**config.mk**
```make
export PLATFORM = sky130hd
export DESIGN_NAME = chip8_regxfer
export DESIGN_NICKNAME = d
export VERILOG_FILES = /design/src/rtl/chip8_regxfer.sv
export SDC_FILE = /design/constraint.sdc
export NUM_CORES = 1
export LEC_CHECK = 0
export ABC_AREA = 1
export CORE_ASPECT_RATIO = 1.2
export CORE_MARGIN = 1
export CORE_UTILIZATION = 52
export DETAILED_ROUTE_END_ITERATION = 8
export PLACE_DENSITY = 0.81
export SLEW_MARGIN = 40
export SYNTH_ARGS = -nofsm -noshare
export SYNTH_HDL_FRONTEND = slang
export SYNTH_SLANG_ARGS = --single-unit
```
**constraint.sdc**
```tcl
create_clock -name clk -period 4.85 [get_ports clk]
set_input_delay 0.97 -clock clk [delete_from_list [all_inputs] [get_ports clk]]
set_output_delay 0.97 -clock clk [all_outputs]
set_load 0.03 [all_outputs]
```
**src/rtl/chip8_regxfer.sv**
```systemverilog
// rtl/chip8_regxfer.sv - V-register <-> RAM block transfer engine (store, load, BCD)
module chip8_regxfer #(
  parameter int ADDR_W      = 12,
  parameter int RAM_LATENCY = 1,
  parameter int QUIRK_INC_I = 0
) (
  input  logic              clk,
  input  logic              reset,
  input  logic              start,
  input  logic [1:0]        op,
  input  logic [3:0]        first,
  input  logic [3:0]        last,
  input  logic [ADDR_W-1:0] base,
  input  logic [7:0]        bcd_val,
  output logic              busy,
  output logic              done,
  output logic [3:0]        reg_rd_idx,
  input  logic [7:0]        reg_rd_data,
  output logic              reg_wr,
  output logic [3:0]        reg_wr_idx,
  output logic [7:0]        reg_wr_data,
  output logic              ram_en,
  output logic              ram_wr,
  output logic [ADDR_W-1:0] ram_addr,
  output logic [7:0]        ram_in,
  input  logic [7:0]        ram_out,
  output logic              i_wr,
  output logic [ADDR_W-1:0] i_new
);

  localparam logic [2:0] ST_IDLE  = 3'd0;
  localparam logic [2:0] ST_STORE = 3'd1;
  localparam logic [2:0] ST_LOAD  = 3'd2;
  localparam logic [2:0] ST_BCD   = 3'd3;
  localparam logic [2:0] ST_DONE  = 3'd4;

  localparam logic [1:0] OP_STORE = 2'd0;
  localparam logic [1:0] OP_LOAD  = 2'd1;
  localparam logic [1:0] OP_BCD   = 2'd2;

  logic [2:0]        state;
  logic [4:0]        cnt;

  // Request fields captured on accept; the CPU may change its inputs afterwards.
  logic [1:0]        op_q;
  logic [3:0]        first_q;
  logic [3:0]        last_q;
  logic [ADDR_W-1:0] base_q;
  logic [7:0]        bcd_q;

  logic              ascending;
  logic [3:0]        span;
  logic [4:0]        count;
  logic [4:0]        beats;
  logic [4:0]        end_cnt;
  logic [3:0]        cur_idx;
  logic [ADDR_W-1:0] cur_addr;
  logic              in_xfer;
  logic              beat_live;
  logic [7:0]        bcd_digit;

  // Register index of the read issued in the current output cycle; it enters
  // the delay line alongside the read strobe.
  logic [3:0]        ld_idx_q;

  logic [RAM_LATENCY-1:0] dl_vld;
  logic [3:0]             dl_idx [RAM_LATENCY];

  // Range geometry, per-beat index/address and the BCD digit for the current beat.
  always_comb begin
    ascending = (first_q <= last_q);
    span      = ascending ? (last_q - first_q) : (first_q - last_q);
    count     = {1'b0, span} + 5'd1;
    cur_idx   = ascending ? (first_q + cnt[3:0]) : (first_q - cnt[3:0]);
    cur_addr  = base_q + ADDR_W'(cnt);
    in_xfer   = (state == ST_STORE) || (state == ST_LOAD) || (state == ST_BCD);
    beats     = (state == ST_BCD) ? 5'd3 : count;
    beat_live = in_xfer && (cnt < beats);

    // LOAD stays in its state until the last read has drained through the RAM.
    case (state)
      ST_STORE: end_cnt = count - 5'd1;
      ST_LOAD:  end_cnt = count + 5'(RAM_LATENCY) - 5'd1;
      ST_BCD:   end_cnt = 5'd2;
      default:  end_cnt = 5'd0;
    endcase

    case (cnt[1:0])
      2'd0:    bcd_digit = bcd_q / 8'd100;
      2'd1:    bcd_digit = (bcd_q / 8'd10) % 8'd10;
      default: bcd_digit = bcd_q % 8'd10;
    endcase
  end

  // Register file read follows the live store index; idle value is V0.
  assign reg_rd_idx = (state == ST_STORE) ? cur_idx : 4'd0;

  // Sequencer: accept a request in IDLE, step the beat counter, then pass through DONE.
  always_ff @(posedge clk) begin
    if (reset) begin
      state   <= ST_IDLE;
      cnt     <= 5'd0;
      op_q    <= 2'd0;
      first_q <= 4'd0;
      last_q  <= 4'd0;
      base_q  <= '0;
      bcd_q   <= 8'd0;
    end else begin
      case (state)
        ST_IDLE: begin
          if (start) begin
            op_q    <= op;
            first_q <= first;
            last_q  <= last;
            base_q  <= base;
            bcd_q   <= bcd_val;
            cnt     <= 5'd0;
            case (op)
              OP_STORE: state <= ST_STORE;
              OP_LOAD:  state <= ST_LOAD;
              OP_BCD:   state <= ST_BCD;
              default:  state <= ST_DONE;
            endcase
          end
        end
        ST_STORE, ST_LOAD, ST_BCD: begin
          if (cnt == end_cnt) begin
            state <= ST_DONE;
          end else begin
            cnt <= cnt + 5'd1;
          end
        end
        ST_DONE: state <= ST_IDLE;
        default: state <= ST_IDLE;
      endcase
    end
  end

  // Registered RAM strobes, status flags and the optional I update, one cycle behind the sequencer.
  always_ff @(posedge clk) begin
    if (reset) begin
      busy     <= 1'b0;
      done     <= 1'b0;
      ram_en   <= 1'b0;
      ram_wr   <= 1'b0;
      ram_addr <= '0;
      ram_in   <= 8'd0;
      ld_idx_q <= 4'd0;
      i_wr     <= 1'b0;
      i_new    <= '0;
    end else begin
      busy   <= in_xfer;
      done   <= (state == ST_DONE);
      ram_en <= beat_live;
      ram_wr <= beat_live && (state != ST_LOAD);
      if (beat_live) begin
        ram_addr <= cur_addr;
        ld_idx_q <= cur_idx;
      end
      if (beat_live && (state == ST_STORE)) begin
        ram_in <= reg_rd_data;
      end else if (beat_live && (state == ST_BCD)) begin
        ram_in <= bcd_digit;
      end
      i_wr <= (QUIRK_INC_I != 0) && (state == ST_DONE) &&
              ((op_q == OP_STORE) || (op_q == OP_LOAD));
      if ((QUIRK_INC_I != 0) && (state == ST_DONE) &&
          ((op_q == OP_STORE) || (op_q == OP_LOAD))) begin
        i_new <= base_q + ADDR_W'(count);
      end
    end
  end

  // Read-return delay line: a read strobed in cycle k lands in the register file in cycle k+L.
  always_ff @(posedge clk) begin
    if (reset) begin
      dl_vld <= '0;
      for (int j = 0; j < RAM_LATENCY; j++) begin
        dl_idx[j] <= 4'd0;
      end
    end else begin
      dl_vld[0] <= ram_en && !ram_wr;
      dl_idx[0] <= ld_idx_q;
      for (int j = 1; j < RAM_LATENCY; j++) begin
        dl_vld[j] <= dl_vld[j-1];
        dl_idx[j] <= dl_idx[j-1];
      end
    end
  end

  assign reg_wr      = dl_vld[RAM_LATENCY-1];
  assign reg_wr_idx  = dl_idx[RAM_LATENCY-1];
  assign reg_wr_data = reg_wr ? ram_out : 8'd0;

endmodule
```
* Yosys cells after proc, flatten, opt, wreduce, memory -nomap -nowiden
Memories as Yosys holds them, arrays and structs flattened. Index checks and enable logic that the tools add are counted.
Cells by class: muxes and demuxes 21, equal/unequal tests 12, $add $sub $neg 10, magnitude comparators 2, reductions and logical operators 18, div/mod/pow operators 4
Operator list (number):
- $mux 8 | 3
- $mod 8x4->8 const B | 2
- $mux 4 | 4
- $pmux 8 s2 | 1
- $mux 5 | 3
- $pmux 5 s3 | 1
- $add 12x5->12 | 1
- $sub 4x4->4 | 3
- $add 5x1->5 const B | 2
- $pmux 5 s2 | 1
- $sub 5x1->5 const B | 2
- $pmux 3 s3 | 1
- $div 8x4->8 const B | 1
- $div 8x7->8 const B | 1
- $eq 3x2->1 const B | 2
- $mux 3 | 2
- $ne 2x2->1 const B | 3
- $pmux 3 s2 | 1
- $add 4x1->5 const B | 1
- $eq 5x5->1 | 1
- $logic_and 1x1->1 | 5
- $lt 5x5->1 | 1
- $add 4x4->4 | 1
- $eq 2x1->1 const B | 2
- 15 further kinds | 22
Storage, ports and cells: word-level logic and storage cells 82, memory bits (writable) 4, flip-flop bits (word level) 65, memories 1, output and inout bits 54
Memory list:
- dl_idx | depth 1, width 4, read ports 1, clocked after memory_dff 0, wr ports 1, line 67 | logic [3:0] dl_idx [RAM_LATENCY];

* Logic depth before layout (Yosys ltp)
Gate-level depths: netlist of the first run.
depth in word-level cells 9, depth in mapped cells 34, mapped depth without buffers 33

* Worst setup path after synthesis of the first run
Ideal clock, no wire load.
kind register -> output, from register first_q[0], to output port reg_rd_idx[3], data required time 3.880 ns, cell stages (with the launch flop) 17, setup slack 1.226 ns, arrival time 2.654 ns, cells stage by stage dfxtp_1 > inv_1 > ha_1 > inv_1 > fa_1 > inv_1 > o21ai_1 > o21ai_2 > nor2_1 > xor2_1 > inv_1 > ha_1 > a21oi_1 > nand2_1 > xor2_1 > xor2_1 > nor2_1
Between the ends: cells in the longest elaborated chain, start to end 3, elaborated cells on any way between the ends 5, classes of those cells 2 x add/sub; 1 x order compare; 2 x mux
RTL lines:
- from (decl) | line 46 | logic [3:0] first_q;
- from (signal assigned) | line 113 | first_q <= first;
- $sub 4x4->4, or another cell as far along | line 74 | cur_idx = ascending ? (first_q + cnt[3:0]) : (first_q - cnt[3:0]);
- $mux 4 * | line 74
- $mux 4 * | line 96 | assign reg_rd_idx = (state == ST_STORE) ? cur_idx : 4'd0;
- to (decl) | line 17 | output logic [3:0] reg_rd_idx,
Mark *: on every way between the ends. The rest lies on a longest branch, timed or not.

* Final worst setup path of the first run
from register first_q[1], to output port reg_rd_idx[3]
Same word-level chain as after synthesis.

==> results of run 1 <==
==> registers in the layout, summed over array words and instances, names as in the netlist, 3 cells and up <==
signal and flops:
state 3, ram_in 8, bcd_q 8, first_q 4, last_q 4, base_q 12, ram_addr 12, dl_idx 4
cnt 5, ld_idx_q 4
==> how the worst max path moves through the flow <==
stage | from | to | cells after the start
after floorplan | first_q[0]$_SDFFE_PP0P_ | reg_rd_idx[3] | 16
after global placement | first_q[0]$_SDFFE_PP0P_ | reg_rd_idx[3] | 17
after detailed placement | first_q[1]$_SDFFE_PP0P_ | reg_rd_idx[3] | 14
after CTS | first_q[1]$_SDFFE_PP0P_ | reg_rd_idx[3] | 14
after global routing | first_q[1]$_SDFFE_PP0P_ | reg_rd_idx[3] | 14
final | first_q[1]$_SDFFE_PP0P_ | reg_rd_idx[3] | 14
==> synth_stat cells, types with 10 or more instances <==
cell type | count | area share (%)
nand2_1 | 101 | 7.7
inv_1 | 100 | 7.6
nor2_1 | 75 | 5.7
a21oi_1 | 69 | 7.0
dfxtp_1 | 69 | 28
o21ai_0 | 61 | 6.2
nand3_1 | 34 | 3.5
ha_1 | 33 | 8.4
nand2_2 | 23 | 2.9
clkbuf_1 | 16 | 1.2
inv_2 | 14 | 1.1
xor2_1 | 14 | 2.5
buf_4 | 13 | 2.0
nor3_1 | 10 | 1.0
==> per-layer routing <==
metal | track usage (%) | wire length [microns] | share of wire (%)
met1 | 30.2 | 5010 | 40
met2 | 47.9 | 6310 | 51
met3 | 3.87 | 718 | 5.8
met4 | 11.9 | 342 | 2.8
met5 | 0 | 0 | 0
==> power by group <==
| group | switching (mW) | internal [mW] |
|---|---|---|
| clock network | 0.224 | 0.182 |
| registers | 0.154 | 0.758 |
| logic | 2.38 | 1.27 |
==> cells by family (layout without fill, tap and decap cells) <==
logic type      count (synthesis)  after routing  synth area share [%]
compound gates                165            165                  18.6
xor+xnor                       19             19                  3.38
fa+ha+maj                      37             37                  10.0
buf+inv                       147            224                  12.3
flops                          69             69                  28.1
other cells                     1             13                0.0762
simple gates                  276            276                  27.5
==> area by class of cell <==
cell class,count,area share [%]
timing repair buffer,94,15.4
clock inverter,4,0.436
sequential,69,22.9
clock buffer,11,2.18
tap,120,2.49
multi-input combinational,510,49.4
inverter,115,7.20
==> placed cells by master, fill, tap and decap left out, types with 13 or more instances in the layout <==
cell / n
xor2_1: 14
nand2_2: 23
inv_1: 100
a21oi_1: 69
nand3_1: 34
nor2_1: 75
ha_1: 33
dfxtp_1: 69
clkdlybuf4s50_1: 89
o21ai_0: 61
conb_1: 13
inv_2: 14
nand2_1: 101
==> critical path: cells and delay by family, from the launching register on <==
kind | cells | cell delay [ns]
DFF | 1 | 0.42
and+or+nand+nor | 4 | 0.35
AOI/OAI and AO/OA | 2 | 0.47
xor gates and xnor gates | 3 | 0.48
buffers and inverters | 3 | 0.89
adders and majority gates | 2 | 0.67
==> reports/results.tsv, run 1 <==
stage	metric	value	unit
cells_and_area	Reg area	0.00138	sq mm
cells_and_area	Ant. Diodes	0	
cells_and_area	area grow syn2layout	22.6	%
critical_path	CP Max Fanout	10	
cts	Reg clk slew, reported paths	0.07	ns
min_path	hold path depth	2	
drt	Residual DRC	0	
cts	clk sink count	69	
power_and_ir_drop	Pleak	2.83	nW
synthesis	Yosys reg bits	69	
synthesis	Ys Warns	0	
timing	setup TNS	0	ns
placement	post-place setup slack	0.660	ns
drt	routed wire length	12400	microns
cells_and_area	fin nets	885	
cells_and_area	final instance area	0.00603	sq mm
timing	final setup skew	0.00766	ns
timing	Final setup viols	0	
power_and_ir_drop	worst vdd ir	0.406	mV
global_route	largest net degree at the start of global routing	50	
drt	routed wire length per instance	13.4	microns
cts	Root Driver	clkbuf_8	
timing	Hold Slack	0.420	ns
min_path	hold wc startpoint	ld_idx_q[0]$_SDFFE_PP0P_	
drt	Vias	4883	
timing	Tmin final	4.59	ns
cts	Bufs on Longest Clock Path	2	
global_route	first-pass GRT wire length	20800	microns
synthesis	Post-Syn Area per Cell	6.89	sq um
min_path	Hold Path End	dl_idx[0][0]$_SDFF_PP0_	
power_and_ir_drop	Power Dens Cells	824	mW/mm^2
run_status	outcome	finished clean	
timing	FMAX	0.218	GHz
timing	Tcrit/Tclk final	94.7	%
placement	port buffer count	89	
cells_and_area	Util after Layout	66.1	%
die	Core Box Area	0.00913	sq mm
critical_path	Reg2Reg Setup Slack	0.68	ns
critical_path	R2R depth	32	
cts	CTS tree	yes	
critical_path	Setup crit start kind	flop	
power_and_ir_drop	Total Power	4.97	mW
synthesis	Mapped Area	0.00492	sq mm
drt	ANT nets after route	0	
global_route	antenna violations before repair	0	
die	num rows	38	
synthesis	post-synthesis sequential area ratio	28.1	%
timing	RSZ-0062 raised after global routing	false	
synthesis	ys flop type	dfxtp_1	
critical_path	CP most frequent cell	xor2_1	
critical_path	crit-path max cell delay	0.68	ns
timing	Hold Vio Cnt, Final	0	
cts	worst skew pair latency	0.35	ns
critical_path	Crit-path slowest cell	clkdlybuf4s50_1	
run	max_cap viols	0	
global_route	GR Overflow Total	0	
cells_and_area	share of layout cells above drive strength 1	11.5	%
cells_and_area	multi-input gate area in the final layout	0.00298	sq mm
min_path	Hold Crit Class	reg -> reg	
placement	global placement routability congestion	0.946	
timing	slew margin rel.	54.7	%
critical_path	crit path kind	reg -> out	
timing	fin. max-slew vios	0	
critical_path	crit path DAT	3.62	ns
die	io pins	103	
drt	DRT iter0 DRCs	200	
global_route	number of global-route vias before repair	4643	
synthesis	Post-synth ARST share	0	%
die	die height	109	microns
cells_and_area	Final Non-Filler Cells	923	
critical_path	CP Cell Sequence	inv_1 -> ha_1 -> nand2_1 -> o21ai_2 -> nor2_1 -> xor2_1 -> inv_1 -> ha_1 -> a21oi_1 -> nand2_1 -> xor2_1 -> xor2_1 -> nor2_1 -> clkdlybuf4s50_1	
placement	dpl cells	908	
die	overall die area	0.00986	sq mm
cts	Inserted Clock Buffers	9	
global_route	GRT Util Overall	26.2	%
die	die width	90.8	microns
synthesis	Yosys cell types	45	
critical_path	reg2reg start	cnt[1]$_SDFFE_PP0P_	
cts	Post-CTS Hold Buffers	0	
cts	post-cts gate resize count	0	
cells_and_area	fill count	821	
cts	H-tree Lvls	3	
critical_path	reg2reg end	ram_in[1]$_SDFFE_PP0P_	
synthesis	EDFF count, synth	0	
drt	TritonRoute pass-1 iters	6	
placement	area of placed instances	0.00587	sq mm
die	Initial Utilization	53.9	%
placement	Final HPWL DP	9480	microns
cts	Post CTS Setup Buffer Count	0	
critical_path	Required @ worst endpoint	3.88	ns
synthesis	gate count after technology mapping	714	
drt	vias per cell	5.29	
timing	Slew @ Worst Pin	0.677	ns
critical_path	Critical Path End Type	output port	
timing	setup ws final	0.258	ns
Power figures use the tool's default switching activity.
==> run 2, diff against run 1 <==
--- a/config.mk
+++ b/config.mk
@@ -7,7 +7,6 @@
 export LEC_CHECK = 0
 export ABC_AREA = 1
 export CORE_ASPECT_RATIO = 1.2
-export CORE_MARGIN = 1
 export CORE_UTILIZATION = 52
 export DETAILED_ROUTE_END_ITERATION = 8
 export PLACE_DENSITY = 0.81
==> constraint.sdc (replaced) <==
create_clock -name clk -period 4.85 [get_ports clk]
set_input_delay 0.97 -clock clk [delete_from_list [all_inputs] [get_ports clk]]
set_output_delay 0.97 -clock clk [all_outputs]
set_load 0.1 [all_outputs]
==> run 2 against run 1 <==
  * Flip-flop and latch count stayed put
  * Clock-buffer cell count stayed put
  * Fmax is 4.8% higher
  * Design area is 2.6% lower
  * Register-to-register slack worse by 0.07 ns
  * Via count is 1.2% lower
  * Core utilization is 1.7 points lower
  * Final cell count is 0.33% lower
  * Clock skew is 0.0042 ns higher
  * Worst setup slack better by 0.21 ns
  * Worst hold slack worse by 0.0085 ns
==> reports/results.tsv, run 2 (synthesized netlist as in run 1, its figures left out) <==
stage	metric	value	unit
critical_path	crit path DAT	3.41	ns
global_route	number of global-route vias before repair	4511	
run_status	outcome	finished clean	
drt	TritonRoute pass-1 iters	5	
critical_path	Crit path max-delay family	adder cells	
timing	Tmin final	4.38	ns
drt	routed wire length per instance	13.0	microns
critical_path	CP Max Fanout	10	
global_route	first-pass GRT wire length	19800	microns
cells_and_area	multi-input gate area in the final layout	0.00298	sq mm
global_route	largest net degree at the start of global routing	31	
cells_and_area	fin nets	884	
cells_and_area	Reg area	0.00138	sq mm
critical_path	Critical Path End Type	output port	
timing	RSZ-0062 raised after global routing	false	
die	Initial Utilization	53.9	%
critical_path	Required @ worst endpoint	3.88	ns
cells_and_area	fill count	802	
die	Core Box Area	0.00913	sq mm
global_route	met2 Usage GRT	45.1	%
timing	fin. max-slew vios	0	
timing	FMAX	0.228	GHz
placement	global placement routability congestion	0.933	
critical_path	crit path kind	reg -> out	
cts	clk sink count	69	
die	overall die area	0.00986	sq mm
critical_path	CP Cell Sequence	inv_1 -> ha_1 -> nand2_1 -> o21ai_2 -> nor2_1 -> xor2_1 -> inv_1 -> ha_1 -> a21oi_1 -> nand2_1 -> xor2_1 -> xor2_1 -> nor2_1 -> buf_4	
critical_path	crit-path max cell delay	0.44	ns
global_route	GR Overflow Total	0	
critical_path	CP most frequent cell	xor2_1	
cts	CTS tree	yes	
timing	Final setup viols	0	
cts	Inserted Clock Buffers	9	
drt	Residual DRC	0	
cts	Post CTS Setup Buffer Count	0	
die	die width	90.8	microns
global_route	antenna violations before repair	0	
timing	slew margin rel.	53.0	%
die	io pins	103	
cts	H-tree Lvls	3	
cts	Root Driver	clkbuf_8	
critical_path	Crit-path slowest cell	dfxtp_1	
placement	Final HPWL DP	9250	microns
cells_and_area	commonest non-fill, non-tap cell in the layout	nand2_1	
cells_and_area	share of layout cells above drive strength 1	16.6	%
min_path	Hold Crit Class	reg -> reg	
timing	final setup skew	0.0118	ns
critical_path	Reg2Reg Setup Slack	0.61	ns
cts	Post-CTS Hold Buffers	0	
global_route	grt met1 use	28.4	%
cts	worst skew pair latency	0.36	ns
drt	routed wire length	11900	microns
die	die height	109	microns
global_route	M3 GR Usage	5.63	%
drt	Vias	4823	
timing	Slew @ Worst Pin	0.702	ns
drt	DRT iter0 DRCs	201	
cells_and_area	Regs by FF count	base_q: 12 flops, ram_addr: 12 flops	
critical_path	Setup crit start kind	flop	
critical_path	Worst Path Buf+Inv	3	
timing	Hold Vio Cnt, Final	0	
run	max_cap viols	0	
cts	Reg clk slew, reported paths	0.07	ns
global_route	GRT Util Overall	25.0	%
cells_and_area	area grow syn2layout	19.3	%
drt	ANT nets after route	0	
cells_and_area	Ant. Diodes	0	
timing	setup TNS	0	ns
die	num rows	38	
drt	vias per cell	5.24	
global_route	GRT busiest layer	met2	
timing	Tcrit/Tclk final	90.4	%
placement	port buffer count	89	
cells_and_area	most frequent cells in the layout	101 x nand2_1, 100 x inv_1, 74 x nor2_1, 69 x a21oi_1, 69 x dfxtp_1	
cts	Bufs on Longest Clock Path	2	
-- run 2: changes by cell type in the layout (fill, tap and decap cells not counted), sizes merged --
| cell | delta |
|---|---|
| buf | +40 |
| clkinv | -2 |
| clkdlybuf4s50 | -41 |
| bufinv | +1 |
| clkinvlp | -1 |
-- run 2: worst reg2reg max path: stages, from the launching register on --
cell and delay (ns):
dfxtp_1 0.44, inv_1 0.18, ha_1 0.36, nand2_1 0.08
o21ai_2 0.34, nand2_1 0.09, o21ai_1 0.16, ha_1 0.19
inv_1 0.05, nor2_1 0.09, inv_1 0.07, nor2_1 0.22
nand2_1 0.09, ha_1 0.31, nand2_1 0.11, inv_1 0.05
nand3_1 0.07, o221ai_1 0.17, nor2_1 0.12, buf_4 0.26
inv_1 0.16, nor2_1 0.39, o21ai_0 0.14, inv_1 0.06
-- run 2: metal layers --
metal | up-vias | part of all wire (%)
li1 | 2445 | -
met3 | 31 | 6.0
met1 | 2192 | 41
met5 | - | 0
met2 | 155 | 50
met4 | 0 | 2.8
-- run 2: final timing paths --
check | end | cells after the start | from
worst max register to register | ld_idx_q[3]$_SDFFE_PP0P_ | 23 | first_q[1]$_SDFFE_PP0P_
worst min-delay path | reg_wr$_SDFF_PP0_ | 1 | ram_wr$_SDFF_PP0_
worst min register to register | reg_wr$_SDFF_PP0_ | 1 | ram_wr$_SDFF_PP0_
worst max-delay path | reg_rd_idx[3] | 14 | first_q[1]$_SDFFE_PP0P_
-- run 2: area by class of cell --
class                      instances  share of cell area, %
sequential                        69                   23.5
clock inverter                     2                  0.597
timing repair buffer              93                   12.6
clock buffer                      11                   2.58
inverter                         115                   7.39
multi-input combinational        510                   50.8
tap                              120                   2.56
-- run 2: through the flow --
stage | utilization (%) | hold slack, ns | area [sq um] | worst slack [ns] | instances
3_5_place_dp | 62.3 | 0.406 | 5680 | 0.468 | 907
3_3_place_gp | 64.0 | 0.407 | 5840 | 0.716 | 907
5_1_grt | 64.3 | 0.429 | 5870 | 0.125 | 920
6_report | 64.3 | 0.411 | 5870 | 0.467 | 920
4_1_cts | 64.3 | 0.418 | 5870 | 0.433 | 920
2_1_floorplan | - | 0.397 | 4970 | 0.378 | 726
-- run 2: what timing repair did --
item                                   in CTS  in global routing
setup endpoints to repair                   0                  1
endpoints found under the hold margin       0                  0
resized for setup                           0                  1
Power of run 2 is not shown: default switching activity piles up to over one toggle a cycle in this logic, so the estimate is an artifact.
